$ cat config.mk
export PLATFORM = sky130hd
export DESIGN_NAME = sumador_64_bits_segmentado
export DESIGN_NICKNAME = d
export VERILOG_FILES = /design/src/rtl/sumador_64_bits_segmentado.sv
export SDC_FILE = /design/constraint.sdc
export NUM_CORES = 1
export LEC_CHECK = 0
export CAP_MARGIN = 20
export CORE_MARGIN = 2
export CORE_UTILIZATION = 47
export DETAILED_ROUTE_END_ITERATION = 7
export PLACE_DENSITY = 0.78
export SLEW_MARGIN = 20
export SYNTH_ARGS = -nofsm -noshare
export SYNTH_HDL_FRONTEND = slang
export SYNTH_SLANG_ARGS = --single-unit
$ cat constraint.sdc
create_clock -name clk -period 6.1 [get_ports clk]
set_clock_uncertainty 0.15 [all_clocks]
set_input_delay 1.22 -clock clk [delete_from_list [all_inputs] [get_ports clk]]
set_output_delay 1.22 -clock clk [all_outputs]
set_load 0.05 [all_outputs]
$ cat src/rtl/sumador_64_bits_segmentado.sv
// Two-stage valid/ready pipelined 64-bit adder built from two 32-bit adders.
// The low half is added in stage 1; the high half uses the registered low carry in stage 2.

module sumador_32_bits (
    input  logic [31:0] a,
    input  logic [31:0] b,
    input  logic        cin,
    output logic [31:0] sum,
    output logic        cout
);
    logic [32:0] total;

    assign total = {1'b0, a} + {1'b0, b} + {32'b0, cin};
    assign sum   = total[31:0];
    assign cout  = total[32];
endmodule

module sumador_64_bits_segmentado (
    input  logic        clk,
    input  logic        rst,
    input  logic        in_valid,
    output logic        in_ready,
    input  logic [63:0] a,
    input  logic [63:0] b,
    input  logic        cin,
    output logic        out_valid,
    input  logic        out_ready,
    output logic [63:0] sum,
    output logic        cout
);
    logic        s1_valid_reg, s1_valid_next;
    logic [31:0] s1_sum_lo_reg;
    logic        s1_carry_reg;
    logic [31:0] s1_a_hi_reg;
    logic [31:0] s1_b_hi_reg;

    logic        s2_valid_reg, s2_valid_next;
    logic [63:0] s2_sum_reg;
    logic        s2_cout_reg;

    logic [31:0] lo_sum;
    logic        lo_cout;
    logic [31:0] hi_sum;
    logic        hi_cout;

    logic        accept;
    logic        pop;
    logic        advance2;
    logic        load2;

    sumador_32_bits u_lo (
        .a    (a[31:0]),
        .b    (b[31:0]),
        .cin  (cin),
        .sum  (lo_sum),
        .cout (lo_cout)
    );

    sumador_32_bits u_hi (
        .a    (s1_a_hi_reg),
        .b    (s1_b_hi_reg),
        .cin  (s1_carry_reg),
        .sum  (hi_sum),
        .cout (hi_cout)
    );

    // Stage 2 can take a new entry if it is empty or its entry leaves this cycle.
    assign pop      = s2_valid_reg & out_ready;
    assign advance2 = ~s2_valid_reg | out_ready;
    assign load2    = s1_valid_reg & advance2;
    assign in_ready = ~rst & (~s1_valid_reg | load2);
    assign accept   = in_valid & in_ready;

    always_comb begin
        s1_valid_next = s1_valid_reg;
        s2_valid_next = s2_valid_reg;
        if (accept) begin
            s1_valid_next = 1'b1;
        end else if (load2) begin
            s1_valid_next = 1'b0;
        end
        if (load2) begin
            s2_valid_next = 1'b1;
        end else if (pop) begin
            s2_valid_next = 1'b0;
        end
    end

    always_ff @(posedge clk or posedge rst) begin
        if (rst) begin
            s1_valid_reg <= 1'b0;
            s2_valid_reg <= 1'b0;
        end else begin
            s1_valid_reg <= s1_valid_next;
            s2_valid_reg <= s2_valid_next;
        end
    end

    // Data registers only move when an entry actually enters the stage.
    always_ff @(posedge clk or posedge rst) begin
        if (rst) begin
            s1_sum_lo_reg <= '0;
            s1_carry_reg  <= 1'b0;
            s1_a_hi_reg   <= '0;
            s1_b_hi_reg   <= '0;
        end else if (accept) begin
            s1_sum_lo_reg <= lo_sum;
            s1_carry_reg  <= lo_cout;
            s1_a_hi_reg   <= a[63:32];
            s1_b_hi_reg   <= b[63:32];
        end
    end

    always_ff @(posedge clk or posedge rst) begin
        if (rst) begin
            s2_sum_reg  <= '0;
            s2_cout_reg <= 1'b0;
        end else if (load2) begin
            s2_sum_reg  <= {hi_sum, s1_sum_lo_reg};
            s2_cout_reg <= hi_cout;
        end
    end

    assign out_valid = s2_valid_reg;
    assign sum       = s2_sum_reg;
    assign cout      = s2_cout_reg;
endmodule

==> results of run 1 <==
## path summary, 6_finish.rpt
path / slack [ns] / start / endpoint
max: 1.47 / out_ready / in_ready
min: 0.31 / s1_sum_lo_reg[24] / sum[24]
max reg2reg: 2.48 / s1_carry_reg / sum[58]
min reg2reg: 0.31 / s1_sum_lo_reg[24] / sum[24]
max in group asynchronous: 3.49 / rst / sum[52]
min in group asynchronous: 1.22 / rst / s1_sum_lo_reg[9]
## layer usage
layer / track usage [%] / wire, µm / vias to the layer above
li1: - / - / 4135
met1: 30.97 / 10500 / 3881
met2: 37.98 / 10970 / 285
met3: 4.969 / 1664 / 35
met4: 7.304 / 455 / 2
met5: 0 / 13 / -
## layout by cell type, fill, tap and decap left out, drive strengths merged, types with 8 or more instances in the layout
master | netlist | final
a21o | 40 | 40
ha | 62 | 62
xor2 | 19 | 19
clkdlybuf4s50 | 0 | 199
a21oi | 53 | 53
a31oi | 13 | 13
inv | 17 | 21
o21bai | 8 | 8
xnor2 | 23 | 23
o21a | 8 | 8
dfrtp | 164 | 164
nand4 | 9 | 9
nor2 | 34 | 34
a211oi | 14 | 14
clkbuf | 37 | 18
o21ai | 74 | 74
and3 | 8 | 8
nand3 | 18 | 18
nand2 | 393 | 393
## layout make-up
type / instances / share of cell area [%]
well taps: 265 / 2.734
multi-input cells: 870 / 41.49
flip-flops and latches: 164 / 33.84
repair buffers: 203 / 16.67
diodes: 2 / 0.04126
clock inverters: 14 / 1.042
inverters: 17 / 0.5674
clock buffers: 18 / 3.621
## kinds of logic after synthesis
logic type	count (synthesis)	synth area share, %
AND/OR/NAND/NOR	500	21.94
AO/OA/AOI/OAI	260	18.29
flip-flops	164	43.80
adder cells (fa/ha/maj)	66	9.133
buffers and inverters	65	2.684
XOR/XNOR	42	3.926
multiplexers	2	0.2270
## stage by stage
stage / hold WS [ns] / util (%) / cells / instance area [µm²]
floorplan: 0.2886 / - / 1099 / 9370
global placement: 0.2958 / 59.20 / 1519 / 11560
detailed placement: 0.3053 / 59.20 / 1519 / 11560
CTS: 0.3115 / 62.09 / 1551 / 12120
global route: 0.3355 / 62.09 / 1551 / 12120
finish: 0.3128 / 62.12 / 1553 / 12130
## critical path: cells and delay by family
family / cells / cell delay, ns
compound gates: 1 / 0.58
buf+inv: 2 / 1.41
simple gates: 1 / 0.05
## where the power goes
part           internal (µW)  total (µW)  switching (µW)
clock                    575        1020             449
sequential              1360        1540             172
combinational            720        1980            1260
==> results.json, run 1 <==
{
  "status": "finished clean",
  "rsz0062_at_grt": "no",
  "wl_per_cell_um": 15.20,
  "crit_fanout": 3,
  "grt_pass1_vias": 8299,
  "die_y_um": 145.2,
  "fillers": 1735,
  "gr-usage-all-layers_pct": 23.20,
  "post_cts_buffers": 0,
  "synthCells": 1099,
  "grt_max_degree": 96,
  "core_mm2": 0.01953,
  "fmax_mhz": 215.8,
  "cp_slowest_cell": "clkdlybuf4s50_1",
  "start_util_pct": 47.99,
  "syn_avg_cell_area_um2": 8.526,
  "synth_cell_types": 62,
  "synthTopCellsByArea": "dfrtp_1 (44%), nand2_1 (16%), ha_1 (8.3%)",
  "drt_wl_total_um": 23610,
  "tightestPinTransition_ns": 0.9232,
  "synth_top_flop_cell": "dfrtp_1",
  "slew_headroom_pct": 38.45,
  "cts_tree": "done",
  "cpMostUsedCell": "clkdlybuf4s50_1",
  "worst_slack_ns": 1.466,
  "synth-edff-count": 0,
  "synthTopCellsByCount": "nand2_1 (393), dfrtp_1 (164), o21ai_0 (68), ha_1 (62), a21oi_1 (53)",
  "power_uw": 4535,
  "synth-async-reset-ratio_pct": 100.0,
  "synth_top_area_share_pct": 43.80,
  "cts_buffers": 17,
  "hp-class": "flop to flop",
  "synth_warnings": 0,
  "synth-seq-cells": 164,
  "layout-drive-gt1-share_pct": 3.888,
  "cp_cell_sequence": "clkdlybuf4s50_1, nor2b_1, a21oi_1, clkdlybuf4s50_1",
  "grt_pass1_wl_um": 40390,
  "drt_iter0_drc": 502,
  "fin_crit_sh_pct": 75.97,
  "htreeDepth": 4,
  "drv_cap": 0,
  "dp_slack_ns": 1.304,
  "nets": 1472,
  "holdPathStages": 2,
  "cts_sinks": 164,
  "rows": 51,
  "vdd.ir_drop.worst_mv": 0.1464,
  "path_class": "input port to primary output",
  "cp-end-kind": "primary output",
  "min_period_ns": 4.634,
  "yosysTopAreaCell": "dfrtp_1",
  "path_clk_slew_ns": 0.06,
  "globalplace.congestion": 0.9071,
  "drcViolationCount": 0,
  "largest_reg_flops": 64,
  "synth_seq_area_share_pct": 43.80,
  "start_kind": "input port",
  "fin_tns_setup_ns": 0,
  "synth.most_common_cell": "nand2_1",
  "hold_viol": 0,
  "drtAntennaViolNets": 0,
  "vias": 8338,
  "antenna_found_initial": 3,
  "multi_input_comb_area_mm2": 0.005032,
  "powerDensity_mw_per_mm2": 373.9,
  "worstPathArrival_ns": 3.26,
  "drv_slew": 0,
  "required_ns": 4.73,
  "cts_resized": 0,
  "numPortBuffers": 199,
  "io_pins": 200,
  "syn_nets": 1298,
  "r2r.worst_path.cells": 10,
  "syn-cell-area_mm2": 0.009370,
  "post-dp-hpwl_um": 17400,
  "clockBufferDepth": 2,
  "drtPass1Iterations": 5,
  "die_w_um": 145.2,
  "overflow": 0,
  "cpPeakStageDelay_ns": 0.94,
  "hold_buffers": 0,
  "leakage_uw": 0.005896,
  "clk_latency_ns": 0.43,
  "clock-root-buffer": "clkbuf_16",
  "dieArea_mm2": 0.02108,
  "finalSetupViolations": 0,
  "area_delta_synth_final_pct": 29.44,
  "vias_per_cell": 5.369,
  "ff_latch_area_mm2": 0.004104
}
(Power assumes the default switching activity.)
==> inputs of run 2 (changes only) <==
--- a/config.mk
+++ b/config.mk
@@ -7,9 +7,9 @@
 export LEC_CHECK = 0
 export CAP_MARGIN = 20
 export CORE_MARGIN = 2
-export CORE_UTILIZATION = 47
+export CORE_UTILIZATION = 52
 export DETAILED_ROUTE_END_ITERATION = 7
-export PLACE_DENSITY = 0.78
+export PLACE_DENSITY = 0.81
 export SLEW_MARGIN = 20
 export SYNTH_ARGS = -nofsm -noshare
 export SYNTH_HDL_FRONTEND = slang
==> constraint.sdc (replaced) <==
create_clock -name clk -period 4.63 [get_ports clk]
set_clock_uncertainty 0.15 [all_clocks]
set_input_delay 0.926 -clock clk [delete_from_list [all_inputs] [get_ports clk]]
set_output_delay 0.926 -clock clk [all_outputs]
set_load 0.05 [all_outputs]
==> run 2 against run 1 <==
Cell count fell by 2.1%. Via count rose by 2.7%. Core utilization rose by 6.3 points. Sequential share of layout area fell by 0.22 points. Combinational power rose by 32%. Setup slack got worse by 0.86 ns. Wire length rose by 2.7%. Sequential power rose by 31%. Register-to-register slack got worse by 1.5 ns. Critical path type unchanged.
==> results.json, run 2 (synthesis results as in run 1) <==
{
  "min_from": "s1_sum_lo_reg[16]",
  "worstPathArrival_ns": 2.95,
  "vdd.ir_drop.worst_mv": 0.3943,
  "drtPass1Iterations": 5,
  "leakage_uw": 0.005954,
  "overflow": 0,
  "area_delta_synth_final_pct": 30.28,
  "cts_sinks": 164,
  "required_ns": 3.55,
  "cpPeakStageDelay_ns": 0.94,
  "grt_max_degree": 96,
  "hold_buffers": 0,
  "finalSetupViolations": 0,
  "antenna_found_initial": 2,
  "htreeDepth": 4,
  "drtAntennaViolNets": 0,
  "clockBufferDepth": 2,
  "cts_tree": "done",
  "drt_wl_total_um": 24260,
  "powerDensity_mw_per_mm2": 507.2,
  "path_class": "input port to primary output",
  "crit_family": "buffers and inverters",
  "crit_fanout": 3,
  "die_w_um": 138.2,
  "rows": 49,
  "critPathBufInv": 2,
  "post_cts_buffers": 0,
  "start_util_pct": 52.52,
  "cpMostUsedCell": "clkdlybuf4s50_1",
  "die_y_um": 138.2,
  "layout_commonest_cell": "nand2_1",
  "status": "finished clean",
  "worstReg2RegStart": "s1_carry_reg",
  "post-dp-hpwl_um": 17570,
  "crit_start": "out_ready",
  "cts_resized": 0,
  "fin_tns_setup_ns": 0,
  "cp_cell_sequence": "clkdlybuf4s50_1, nor2b_1, a21oi_1, clkdlybuf4s50_1",
  "hold_viol": 0,
  "hp-class": "flop to flop",
  "fin_crit_sh_pct": 86.98,
  "tightestPinTransition_ns": 0.9961,
  "clock-root-buffer": "clkbuf_16",
  "cp_slowest_cell": "clkdlybuf4s50_1",
  "grt_pass1_vias": 8381,
  "min_period_ns": 4.027,
  "rsz0062_at_grt": "no",
  "largest_reg_flops": 64,
  "gr-usage-all-layers_pct": 25.41,
  "dieArea_mm2": 0.01911,
  "drt_iter0_drc": 486,
  "wl_per_cell_um": 15.96,
  "timing.hold.ws_ns": 0.3164,
  "grt_pass1_wl_um": 40140,
  "core_mm2": 0.01784,
  "vias_per_cell": 5.635,
  "final_cell_mix": "nand2_1 (391), clkdlybuf4s50_1 (199), dfrtp_1 (164), o21ai_0 (68), ha_1 (62)",
  "start_kind": "input port",
  "cts_buffers": 17,
  "io_pins": 200,
  "slew_headroom_pct": 33.59,
  "nets": 1476,
  "cp-end-kind": "primary output",
  "drv_cap": 0,
  "layout-drive-gt1-share_pct": 4.031,
  "drcViolationCount": 0,
  "fmax_mhz": 248.3,
  "vias": 8565,
  "clk_latency_ns": 0.43,
  "numPortBuffers": 199,
  "globalplace.congestion": 0.9206,
  "path_clk_slew_ns": 0.06,
  "drv_slew": 0
}
==> run 2: changes by cell type in the layout (fill, tap and decap cells not counted), sizes merged <==
| cell | before | now |
|---|---|---|
| bufinv | 1 | 5 |
| buf | 4 | 8 |
| clkinvlp | 5 | 4 |
| clkbuf | 18 | 20 |
| inv | 21 | 16 |
| diode | 2 | 1 |
==> run 2: worst min-delay path: stages (launching register included) <==
cell,delay [ns]
dfrtp_1,0.34
nand2_1,0.05
nand2_1,0.04
==> run 2: through the flow <==
stage | std cells | worst slack (ns) | power (µW) | util (%) | instance area [µm²]
2_1_floorplan | 1099 | 0.9998 | 3767 | - | 9374
3_3_place_gp | 1487 | 0.4049 | 4595 | 64.77 | 11550
3_5_place_dp | 1487 | 0.2917 | 4647 | 64.77 | 11550
4_1_cts | 1519 | 0.6522 | 6214 | 68.41 | 12210
5_1_grt | 1519 | 0.3948 | 6510 | 68.41 | 12210
6_report | 1520 | 0.6030 | 6191 | 68.43 | 12210
==> run 2: area by class of cell <==
cell class	instances	area (µm²)
multi-input cells	870	5032
flip-flops and latches	164	4104
repair buffers	207	2064
clock inverters	12	203.9
diodes	1	2.502
well taps	229	286.5
fillers	1453	5633
clock buffers	20	446.7
inverters	17	67.56
==> run 2: worst paths after layout <==
check	to	slack, ns	depth (start not counted)
worst max register to register	sum[58]	0.99	10
worst min register to register	sum[16]	0.32	2
worst min-delay path	sum[16]	0.32	2
worst max-delay path	in_ready	0.60	4
min in group asynchronous	s1_valid_reg	0.99	3
max in group asynchronous	sum[50]	2.77	3
==> run 2: routing by layer <==
| metal | share of wire [%] | global-route usage, % | vias up |
|---|---|---|---|
| li1 | - | - | 4141 |
| met1 | 44 | 33.18 | 4052 |
| met2 | 47 | 42.47 | 322 |
| met3 | 6.5 | 5.507 | 48 |
| met4 | 2.2 | 8.271 | 2 |
| met5 | 0.054 | 0 | - |
==> run 2: power by group <==
part | switching [µW] | total, µW | leakage, µW | internal, µW
combinational | 1670 | 2620 | 0.00361 | 954
sequential | 220 | 2020 | 0.00204 | 1800
clock | 579 | 1550 | 0.000306 | 972
==> inputs of run 3 (changes only) <==
--- a/config.mk
+++ b/config.mk
@@ -7,9 +7,10 @@
 export LEC_CHECK = 0
 export CAP_MARGIN = 20
 export CORE_MARGIN = 2
-export CORE_UTILIZATION = 52
+export CORE_UTILIZATION = 53
+export CTS_BUF_LIST = sky130_fd_sc_hd__clkbuf_4 sky130_fd_sc_hd__clkbuf_8
 export DETAILED_ROUTE_END_ITERATION = 7
-export PLACE_DENSITY = 0.81
+export PLACE_DENSITY = 0.83
 export SLEW_MARGIN = 20
 export SYNTH_ARGS = -nofsm -noshare
 export SYNTH_HDL_FRONTEND = slang
==> run 3 against run 2 <==
Flip-flop and latch count stayed put. Non-clock buffer count grew 3. Combinational power is essentially flat. First-iteration DRC count is 1.4% lower. Sequential share of layout area grew 0.32 points. Critical path depth is 7 higher. Cell count down 0.13%. Clock power down 19%. Total power down 4.6%. Critical endpoint is now s1_sum_lo_reg[28]. Largest cell class unchanged. Largest power group unchanged.
==> results.json, run 3 (synthesis results as in run 1) <==
{
  "switchingPower_uw": 2410,
  "min_period_ns": 3.896,
  "htreeDepth": 4,
  "rsz0062_at_grt": "no",
  "numPortBuffers": 199,
  "p_comb_share_pct": 44.3,
  "clk_latency_ns": 0.45,
  "grt_pass1_wl_um": 38510,
  "multi_input_comb_area_mm2": 0.005027,
  "n_antenna_cell": 0,
  "drtPass1Iterations": 5,
  "overflow": 0,
  "io_pins": 200,
  "core_mm2": 0.01730,
  "power_frac_seq_pct": 34.3,
  "cts_buffers": 17,
  "status": "finished clean",
  "fin_crit_sh_pct": 84.14,
  "cp_slowest_cell": "fa_1",
  "slew_headroom_pct": 46.06,
  "drt_wl_total_um": 23690,
  "p_int_uw": 3494,
  "nets": 1479,
  "cts_tree": "done",
  "drcViolationCount": 0,
  "fillers": 1373,
  "layout_commonest_cell": "nand2_1",
  "path_class": "input port to flop",
  "crit_fanout": 4,
  "vias": 8437,
  "ff_latch_area_mm2": 0.004104,
  "crit_family": "compound AO/OA/AOI/OAI gates",
  "start_util_pct": 54.17,
  "start_kind": "input port",
  "cts_resized": 0,
  "hold_buffers": 0,
  "post-dp-hpwl_um": 17880,
  "area_delta_synth_final_pct": 29.06,
  "powerDensity_mw_per_mm2": 488.2,
  "die_y_um": 137.0,
  "critPathBufInv": 1,
  "rows": 48,
  "timing.hold.ws_ns": 0.3227,
  "drt_iter0_drc": 479,
  "dieArea_mm2": 0.01876,
  "die_w_um": 137.0,
  "drv_slew": 0,
  "clockBufferDepth": 2,
  "cts_sinks": 164,
  "p_clk_share_pct": 21.3,
  "fin_tns_setup_ns": 0,
  "post_cts_buffers": 0,
  "tightestPinTransition_ns": 0.8091,
  "globalplace.congestion": 0.9407,
  "layout-drive-gt1-share_pct": 4.408,
  "hold_viol": 0,
  "wl_per_cell_um": 15.61,
  "vdd.ir_drop.worst_mv": 0.3456,
  "swShare_pct": 40.82,
  "antenna_found_initial": 1,
  "required_ns": 4.80,
  "hp-class": "flop to flop",
  "finalSetupViolations": 0,
  "drv_cap": 0,
  "grt_pass1_vias": 8075,
  "largest_reg_flops": 64,
  "cp-end-kind": "flop",
  "path_clk_slew_ns": 0.09,
  "drtAntennaViolNets": 0,
  "cpPeakStageDelay_ns": 0.50,
  "worstPathArrival_ns": 4.07,
  "fmax_mhz": 256.7,
  "vias_per_cell": 5.558,
  "grt_max_degree": 81,
  "final_cell_mix": "nand2_1 (391), clkdlybuf4s50_1 (199), dfrtp_1 (164), o21ai_0 (68), ha_1 (62)",
  "leakage_uw": 0.005909,
  "clock-root-buffer": "clkbuf_8",
  "cp_cell_sequence": "clkdlybuf4s50_1, fa_1, fa_1, a211oi_1, o211ai_1, nand3b_1, a31oi_1, a221oi_1, o21ai_0, xnor2_1, o21ai_0",
  "gr-usage-all-layers_pct": 25.87
}
## run 3: final cells by class
cell class | instances | share of cell area [%]
inverter | 17 | 0.5587
tap | 225 | 2.328
clock buffer | 20 | 2.276
timing repair buffer | 210 | 17.47
clock inverter | 12 | 1.862
sequential | 164 | 33.94
multi-input combinational | 870 | 41.57
## run 3: metal layers
layer  vias to the layer above  share of wire [%]  GRT usage (%)
met5                         -              0.055              0
met3                        52                6.9          5.111
li1                       4134                  -              -
met1                      3961                 43          33.86
met4                         2                2.5          9.908
met2                       288                 47          42.48
## run 3: final timing paths
path	to	startpoint	slack [ns]	cells past startpoint
max	s1_sum_lo_reg[28]	a[0]	0.73	11
min	sum[20]	s1_sum_lo_reg[20]	0.32	2
max reg2reg	sum[58]	s1_carry_reg	1.04	10
min reg2reg	sum[20]	s1_sum_lo_reg[20]	0.32	2
max in group asynchronous	s1_b_hi_reg[29]	rst	2.61	3
min in group asynchronous	sum[7]	rst	0.82	2
## run 3: tightest hold or removal path, cell delays in order (launching register included)
cell	delay [ns]
dfrtp_1	0.35
nand2_1	0.05
nand2_1	0.05
## run 3: per-stage QoR
| step | std cells | power [µW] | instance area [µm²] | utilization (%) | setup WS, ns |
|---|---|---|---|---|---|
| after floorplan | 1099 | 3767 | 9374 | - | 0.9998 |
| after global placement | 1486 | 4602 | 11590 | 67.02 | 0.4102 |
| after detailed placement | 1486 | 4661 | 11590 | 67.02 | 0.2784 |
| after CTS | 1518 | 5930 | 12090 | 69.91 | 0.7521 |
| after global routing | 1518 | 6231 | 12090 | 69.91 | 0.3611 |
| final | 1518 | 5904 | 12090 | 69.91 | 0.7341 |
## run 3: power by group through the flow
stage                     logic, µW  clock network [µW]  registers, µW
after floorplan                 996                   0           2770
after global placement         2560                   0           2040
after detailed placement       2610                   0           2050
after CTS                      2620                1280           2030
after global routing           2820                1340           2070
final                          2620                1260           2030
